$ cat src/rtl/state_msg_scroller.sv
// Status-message driver: maps the 4-bit system state to a row of seven-segment character
// codes, shown statically or scrolled right-to-left. Optional blink via STATE_MSG_BLINK_EN.
module state_msg_scroller #(
    parameter int unsigned NUM_DIGITS = 4,
    parameter int unsigned STEP_DIV   = 25_000_000,
    parameter int unsigned GAP        = 4,
    parameter logic [4:0]  BLANK_CODE = 5'h1F
) (
    input  logic                    clk,
    input  logic                    rst,
    input  logic [3:0]              state,
    input  logic                    scroll,
    output logic [5*NUM_DIGITS-1:0] bcd,
    output logic                    frame_start
);

    localparam logic [3:0] STATE_NORMAL     = 4'h0;
    localparam logic [3:0] STATE_BORDERLINE = 4'h1;
    localparam logic [3:0] STATE_ATTENTION  = 4'h2;
    localparam logic [3:0] STATE_EMERGENCY  = 4'h3;

    localparam logic [4:0] BCD_1 = 5'h01;
    localparam logic [4:0] BCD_A = 5'h0A;
    localparam logic [4:0] BCD_B = 5'h0B;
    localparam logic [4:0] BCD_D = 5'h0D;
    localparam logic [4:0] BCD_F = 5'h0F;
    localparam logic [4:0] BCD_G = 5'h10;
    localparam logic [4:0] BCD_L = 5'h11;
    localparam logic [4:0] BCD_N = 5'h12;
    localparam logic [4:0] BCD_O = 5'h13;
    localparam logic [4:0] BCD_R = 5'h14;
    localparam logic [4:0] BCD_T = 5'h15;

    localparam int unsigned RING_LEN = 4 + GAP;
    localparam int unsigned POS_W    = $clog2(RING_LEN);
    localparam int unsigned PRE_W    = $clog2(STEP_DIV);
    localparam logic [POS_W-1:0] POS_LAST = POS_W'(RING_LEN - 1);
    localparam logic [PRE_W-1:0] PRE_LAST = PRE_W'(STEP_DIV - 1);

    logic [3:0]              last_state_q, last_state_d;
    logic [PRE_W-1:0]        prescaler_q, prescaler_d;
    logic [POS_W-1:0]        pos_q, pos_d;
    logic [5*NUM_DIGITS-1:0] bcd_q, bcd_d;
    logic                    frame_start_q, frame_start_d;
`ifdef STATE_MSG_BLINK_EN
    logic                    phase_q, phase_d;
`endif

    logic        step;
    logic        state_change;
    logic        blank_all;
    logic [4:0]  msg [4];
    int unsigned ring_idx;
    logic [4:0]  ring_char;

    always_comb begin
        step         = (prescaler_q == PRE_LAST);
        state_change = (state != last_state_q);
        last_state_d = state;

        // A state change restarts the message and wins over a coincident step.
        if (state_change) begin
            prescaler_d   = '0;
            pos_d         = '0;
            frame_start_d = 1'b0;
        end else begin
            prescaler_d = step ? '0 : prescaler_q + PRE_W'(1);
            if (!scroll) begin
                pos_d         = '0;
                frame_start_d = 1'b0;
            end else if (step) begin
                frame_start_d = (pos_q == POS_LAST);
                pos_d         = (pos_q == POS_LAST) ? '0 : pos_q + POS_W'(1);
            end else begin
                pos_d         = pos_q;
                frame_start_d = 1'b0;
            end
        end

`ifdef STATE_MSG_BLINK_EN
        phase_d   = state_change ? 1'b0 : (step ? ~phase_q : phase_q);
        blank_all = (last_state_d == STATE_EMERGENCY) && phase_d;
`else
        blank_all = 1'b0;
`endif

        unique case (last_state_d)
            STATE_NORMAL:     begin msg[0] = BCD_G; msg[1] = BCD_O; msg[2] = BCD_O; msg[3] = BCD_D; end
            STATE_BORDERLINE: begin msg[0] = BCD_B; msg[1] = BCD_O; msg[2] = BCD_R; msg[3] = BCD_D; end
            STATE_ATTENTION:  begin msg[0] = BCD_A; msg[1] = BCD_T; msg[2] = BCD_T; msg[3] = BCD_N; end
            STATE_EMERGENCY:  begin msg[0] = BCD_F; msg[1] = BCD_A; msg[2] = BCD_1; msg[3] = BCD_L; end
            default:          begin msg[0] = BCD_F; msg[1] = BCD_F; msg[2] = BCD_F; msg[3] = BCD_F; end
        endcase

        // Outputs are computed from next-state values so bcd and frame_start stay aligned.
        bcd_d     = '0;
        ring_idx  = 0;
        ring_char = BLANK_CODE;
        for (int k = 0; k < NUM_DIGITS; k++) begin
            ring_idx  = (32'(pos_d) + 32'(k)) % RING_LEN;
            ring_char = (ring_idx < 4) ? msg[ring_idx[1:0]] : BLANK_CODE;
            if (blank_all) begin
                ring_char = BLANK_CODE;
            end
            bcd_d[5*(NUM_DIGITS-1-k) +: 5] = ring_char;
        end
    end

    always_ff @(posedge clk) begin
        if (rst) begin
            last_state_q  <= 4'hF;
            prescaler_q   <= '0;
            pos_q         <= '0;
            bcd_q         <= {NUM_DIGITS{BLANK_CODE}};
            frame_start_q <= 1'b0;
`ifdef STATE_MSG_BLINK_EN
            phase_q       <= 1'b0;
`endif
        end else begin
            last_state_q  <= last_state_d;
            prescaler_q   <= prescaler_d;
            pos_q         <= pos_d;
            bcd_q         <= bcd_d;
            frame_start_q <= frame_start_d;
`ifdef STATE_MSG_BLINK_EN
            phase_q       <= phase_d;
`endif
        end
    end

    assign bcd         = bcd_q;
    assign frame_start = frame_start_q;

endmodule

$ cat config.mk
export PLATFORM = sky130hd
export DESIGN_NAME = state_msg_scroller
export DESIGN_NICKNAME = d
export VERILOG_FILES = /design/src/rtl/state_msg_scroller.sv
export SDC_FILE = /design/constraint.sdc
export NUM_CORES = 1
export LEC_CHECK = 0
export ABC_CLOCK_PERIOD_IN_PS = 3500
export CAP_MARGIN = 20
export CORE_MARGIN = 2
export CORE_UTILIZATION = 57
export DETAILED_ROUTE_END_ITERATION = 8
export MAX_ROUTING_LAYER = met4
export PLACE_DENSITY = 0.8
export REMOVE_ABC_BUFFERS = 1
export SLEW_MARGIN = 5
export SYNTH_ARGS = -nofsm -noshare
export SYNTH_HDL_FRONTEND = slang
export SYNTH_SLANG_ARGS = --single-unit
$ cat constraint.sdc
create_clock -name clk -period 3.5 [get_ports clk]
set_input_delay 0.7 -clock clk [delete_from_list [all_inputs] [get_ports clk]]
set_output_delay 0.7 -clock clk [all_outputs]
set_load 0.01 [all_outputs]
==> impl_metrics.json, run 1 <==
{
  "status": "completed",
  "clkSlewWorstSetupHoldPaths_ns": 0.09,
  "synth_top_area_share_pct": 37.8,
  "synth_cells": 332,
  "portBuffers": 27,
  "ys_seq_elements": 53,
  "hold_viol_final": 0,
  "grt_pass1_vias": 2274,
  "synthesis.area_mm2": 0.00281,
  "use_met2_pct": 36.9,
  "synth_edf_count": 0,
  "period_share_pct": 91.7,
  "crit_path_cell_trace": "ha_1, and3_1, nand4_1, nor2_1, mux2i_1, nand2b_1, buf_4, inv_1, ha_1, xor2_1, or4b_1",
  "setup-violations-final": 0,
  "cts_buffers": 5,
  "critPathKind": "reg -> reg",
  "grt_pass1_wl_um": 10300,
  "yosys_warnings": 0,
  "grt_use_met1_pct": 33.1,
  "grt_usage_pct": 25.0,
  "synth.most_common_cell": "dfxtp_1",
  "dieArea_mm2": 0.00550,
  "startpoint_type": "register",
  "path_common_cell": "ha_1",
  "slew_viol_final": 0,
  "cap_violations": 0,
  "drive_gt1_share_pct": 10.1,
  "cp-end-kind": "register",
  "cp.arrival_ns": 3.40,
  "die_h_um": 74.2,
  "drt-wirelength-per-cell_um": 14.6,
  "io_pins": 28,
  "area_growth_pct": 18.0,
  "relSlewSlack_pct": 37.7,
  "rsz0062_at_grt": "no",
  "antenna_left": 0,
  "yosys-top-cells-count": "53 x dfxtp_1, 44 x nor2_1, 26 x nand2_1",
  "cts_max_level": 2,
  "avgSynthCellArea_um2": 8.45,
  "worstSetupStartpoint": "prescaler_q[0]",
  "switchingPower_uw": 252,
  "cts_resized": 0,
  "peakVddDrop_v": 0.000259,
  "initial_core_util_pct": 59.4,
  "core_mm2": 0.00472,
  "worst_slew_pin_slew_ns": 0.926,
  "num_antenna_cells": 0,
  "grtUsageMet3_pct": 5.69,
  "antenna_found_initial": 0,
  "slowest_delay_ns": 0.54,
  "die_width_um": 74.2,
  "numClockSinks": 53,
  "async_reset_ff_share_pct": 0,
  "drt_iter0_markers": 252,
  "power_density_mw_per_mm2": 347,
  "drtPass1Iterations": 5,
  "synth_top_cell_by_area": "dfxtp_1",
  "grt-busiest-layer": "met2",
  "vias": 2554,
  "grt_max_degree": 26,
  "min_period_ns": 3.21,
  "cts.path.max_buffers": 2,
  "required_ns": 3.69,
  "post-route-drc-count": 0,
  "finalWirelength_um": 6350,
  "routed_via_density": 5.88,
  "comb_power_share_pct": 9.4,
  "crit_slowest_cell": "or4b_1",
  "dpl_cell_area_mm2": 0.00319,
  "fmax_ghz": 0.312,
  "dpl.hpwl_um": 4600,
  "p_leak_nw": 1.18,
  "clockPowerShare_pct": 36.9,
  "hp-start": "prescaler_q[0]",
  "r2r-start": "prescaler_q[0]",
  "gp_congestion": 0.961,
  "synth_cell_type_count": 55,
  "cts_tree": "yes",
  "synth.area.top_cells": "dfxtp_1 38%, nor2_1 5.9%, xor2_1 5.0%, xnor2_1 4.1%, nand2_1 3.5%",
  "worstPathMaxFanout": 5,
  "rows": 25,
  "p_seq_share_pct": 53.7,
  "cts_setup_buffers": 0,
  "ys_seq_area_share_pct": 37.8,
  "p_int_uw": 895,
  "ys.flop_type": "dfxtp_1",
  "num-nets-final": 378,
  "grt_overflow": 0,
  "hold_class": "reg -> reg",
  "switching_share_pct": 22.0,
  "clk_latency_ns": 0.30,
  "skew_ns": 0.00629,
  "design_area_mm2": 0.00331,
  "tns_ns": 0,
  "postCtsHoldBufs": 0,
  "cts-root-buf": "clkbuf_8"
}
## cells in the final DEF (no fill, tap or decap), types with 2 or more instances in the layout
cell             netlist  final
a211oi_1               2      2
xnor2_1               13     13
a211o_1                4      4
nand2_1               26     26
buf_4                  0     12
dfxtp_1               53     53
inv_1                  8      8
and2_1                 5      5
or2_2                  7      7
nor4_4                 2      2
o22ai_1                2      2
nand4_1               10     10
and4bb_2               2      2
mux2i_1                6      6
o311ai_0               2      2
and4_1                 6      6
nand3_1               12     12
ha_1                   5      5
a311o_1                2      2
o21ai_0               15     15
and3_1                 9      9
nor4_1                 2      2
xor2_1                16     16
nor3_1                10     10
nor2_1                44     44
o211ai_1               4      4
clkbuf_8               0      6
nor3b_1                2      2
o22a_1                 2      2
or3_1                  7      7
clkdlybuf4s50_1        0     27
a21oi_1               13     13
o21a_1                 3      3
a31oi_1                5      5
## final timing paths
check / slack [ns] / end / cells past startpoint
setup / recovery: 0.29 / bcd[10] / 11
hold / removal: 0.46 / prescaler_q[0] / 1
setup reg to reg: 0.29 / bcd[10] / 11
hold reg to reg: 0.46 / prescaler_q[0] / 1
## per-stage QoR
step / utilization [%] / power (mW) / hold slack [ns] / std cells / setup slack (ns)
floorplan: - / 0.685 / 0.426 / 320 / 0.461
global placement: 67.6 / 0.735 / 0.442 / 426 / 0.235
detailed placement: 67.6 / 0.737 / 0.446 / 426 / 0.169
CTS: 70.1 / 1.16 / 0.467 / 434 / 0.327
global route: 70.1 / 1.19 / 0.523 / 434 / 0.0464
finish: 70.1 / 1.15 / 0.464 / 434 / 0.290
## power by group through the flow
stage,logic [mW],clock network [mW],registers (mW)
detailed placement,0.106,0,0.631
global placement,0.105,0,0.631
floorplan,0.0502,0,0.635
CTS,0.106,0.436,0.617
global route,0.116,0.456,0.618
finish,0.108,0.423,0.616
## area by class of cell
| cell class | count | area, um2 |
|---|---|---|
| clock buffers | 7 | 86.3 |
| clock inverters | 1 | 30.0 |
| fillers | 385 | 1410 |
| inverters | 10 | 40.0 |
| multi-input cells | 257 | 1650 |
| flip-flops and latches | 53 | 1060 |
| well taps | 67 | 83.8 |
| repair buffers | 39 | 360 |
## worst max-delay path: cells and delay by family (launching register included)
family | cells | cell delay [ns]
and+or+nand+nor | 5 | 1.50
adders and majority gates | 2 | 0.39
buffers and inverters | 2 | 0.22
muxes | 1 | 0.39
DFF | 1 | 0.38
xor gates and xnor gates | 1 | 0.21
## flip-flops by register name (all words and copies together), names as in the netlist
name          flops
bcd              20
prescaler_q      25
frame_start       1
last_state_q      4
pos_q             3
## cells by family after synthesis
| kind of cell | share of synthesized area, % |
|---|---|
| XOR/XNOR | 9.05 |
| flip-flops | 37.8 |
| buffers and inverters | 3.43 |
| AO/OA/AOI/OAI | 15.4 |
| multiplexers | 2.14 |
| AND/OR/NAND/NOR | 29.5 |
| adder cells (fa/ha/maj) | 2.59 |
## per-layer routing
layer  wire length (um)  vias up
met2               2800      117
met3                482       13
met1               2950     1158
met5                  0        -
met4                114        0
li1                   -     1266
(Power assumes the default switching activity.)
==> run 2: changes to the inputs <==
ABC_CLOCK_PERIOD_IN_PS = 2800   (was 3500)
CORE_UTILIZATION = 51   (was 57)
PLACE_DENSITY = 0.75   (was 0.8)
clock period = 2.8 ns   (was 3.5 ns; I/O delays follow)
==> impl_metrics.json, run 2 (synthesized netlist as in run 1, its figures left out) <==
{
  "multi_input_area_mm2": 0.00176,
  "antenna_found_initial": 0,
  "drt_iter0_markers": 236,
  "cap_violations": 0,
  "instances_no_fill": 484,
  "slew_viol_final": 0,
  "cts_buffers": 5,
  "rsz0062_at_grt": "no",
  "clkSlewWorstSetupHoldPaths_ns": 0.09,
  "critPathKind": "in -> reg",
  "core_mm2": 0.00541,
  "startpoint_type": "input port",
  "clk_latency_ns": 0.30,
  "power_density_mw_per_mm2": 358,
  "worstPathMaxFanout": 6,
  "tns_ns": 0,
  "design_area_mm2": 0.00376,
  "grt_max_degree": 26,
  "peakVddDrop_v": 0.000262,
  "dieArea_mm2": 0.00611,
  "numClockSinks": 53,
  "initial_core_util_pct": 51.9,
  "grt_pass1_wl_um": 11600,
  "setup-violations-final": 0,
  "die_h_um": 78.2,
  "portBuffers": 27,
  "cp.arrival_ns": 2.89,
  "dpl.hpwl_um": 5140,
  "regToRegSetupSlack_ns": 0.11,
  "status": "completed",
  "dp_cells": 472,
  "drive_gt1_share_pct": 25.2,
  "cts.path.max_buffers": 2,
  "dpl_cell_area_mm2": 0.00351,
  "hold_class": "reg -> reg",
  "fillers": 417,
  "largest_register_ffs": 25,
  "routed_via_density": 5.69,
  "post-route-drc-count": 0,
  "cts-root-buf": "clkbuf_8",
  "num_antenna_cells": 0,
  "skew_ns": 0.00676,
  "holdWs_ns": 0.517,
  "worst_slew_pin_slew_ns": 0.604,
  "cp-end-kind": "register",
  "grtUsageMet3_pct": 4.37,
  "num-nets-final": 424,
  "gp_congestion": 0.924,
  "grt-busiest-layer": "met2",
  "io_pins": 28,
  "drt-wirelength-per-cell_um": 14.5,
  "vias": 2753,
  "area_growth_pct": 33.9,
  "mostFrequentLayoutCells": "57 x buf_4, 46 x dfxtp_1, 42 x nor2_1",
  "cts_tree": "yes",
  "grt_pass1_vias": 2578,
  "hold_viol_final": 0,
  "fmax_ghz": 0.369,
  "p_leak_nw": 1.42,
  "final_util_pct": 69.5,
  "grt_overflow": 0,
  "grt_usage_pct": 24.3,
  "period_share_pct": 96.7,
  "cts_max_level": 2,
  "finalWirelength_um": 7030,
  "die_width_um": 78.2,
  "rows": 27,
  "grt_use_met1_pct": 30.5,
  "antenna_left": 0,
  "ff_latch_area_mm2": 0.00107,
  "top_register": "prescaler_q",
  "relSlewSlack_pct": 59.4,
  "required_ns": 2.98,
  "final_common_cell": "buf_4",
  "drtPass1Iterations": 6,
  "min_period_ns": 2.71,
  "use_met2_pct": 39.1
}
==> run 2: changes by cell type in the layout (fill, tap and decap cells not counted), moves of 2 or more <==
cell / change
dfxtp_2: +5
ha_1: -3
ha_4: +3
nor2_2: +2
inv_1: -2
nor2_1: -2
inv_2: +2
dfxtp_4: +2
buf_4: +45
dfxtp_1: -7
==> run 2: worst max-delay path, stage by stage <==
cell,delay (ns)
clkdlybuf4s50_1,0.43
xor2_1,0.19
nor4_4,0.33
and2_4,0.23
o21ai_4,0.08
ha_4,0.31
nand2_1,0.09
o211a_1,0.20
or4b_1,0.46
==> run 2: worst paths after layout <==
kind | from | cells past startpoint | endpoint
max reg2reg | prescaler_q[0] | 11 | bcd[10]
min | prescaler_q[20] | 2 | prescaler_q[20]
min reg2reg | prescaler_q[20] | 2 | prescaler_q[20]
max | state[2] | 9 | bcd[10]
==> run 2: layout make-up <==
cell class              instances  share of cell area, %
clock buffers                   7                   2.30
inverters                      10                   1.07
multi-input cells             257                   46.8
flip-flops and latches         53                   28.6
well taps                      72                   2.40
repair buffers                 85                   18.9
==> run 2: repair_timing <==
item	CTS	global route
buffers inserted	1	4
hold endpoints to repair	0	0
resized for setup	4	27
hold buffers	0	0
pin swaps	0	6
setup endpoints to repair	4	8
==> run 2: through the flow <==
step                      setup WS [ns]  total power [mW]
after detailed placement         -0.332             0.930
after CTS                      -0.00291              1.36
after global placement           -0.253             0.928
after floorplan                  -0.139             0.856
after global routing             0.0178              1.40
final                            0.0914              1.35
==> run 2: routing by layer <==
metal / vias to the layer above / part of all wire (%)
met5: - / 0
met4: 0 / 2.5
met3: 19 / 4.8
met2: 104 / 46
met1: 1281 / 47
li1: 1349 / -
==> run 2: where the power goes <==
group	internal, mW	switching, mW
Combinational	0.0705	0.0773
Clock	0.197	0.233
Sequential	0.765	0.00409
Total	1.03	0.314
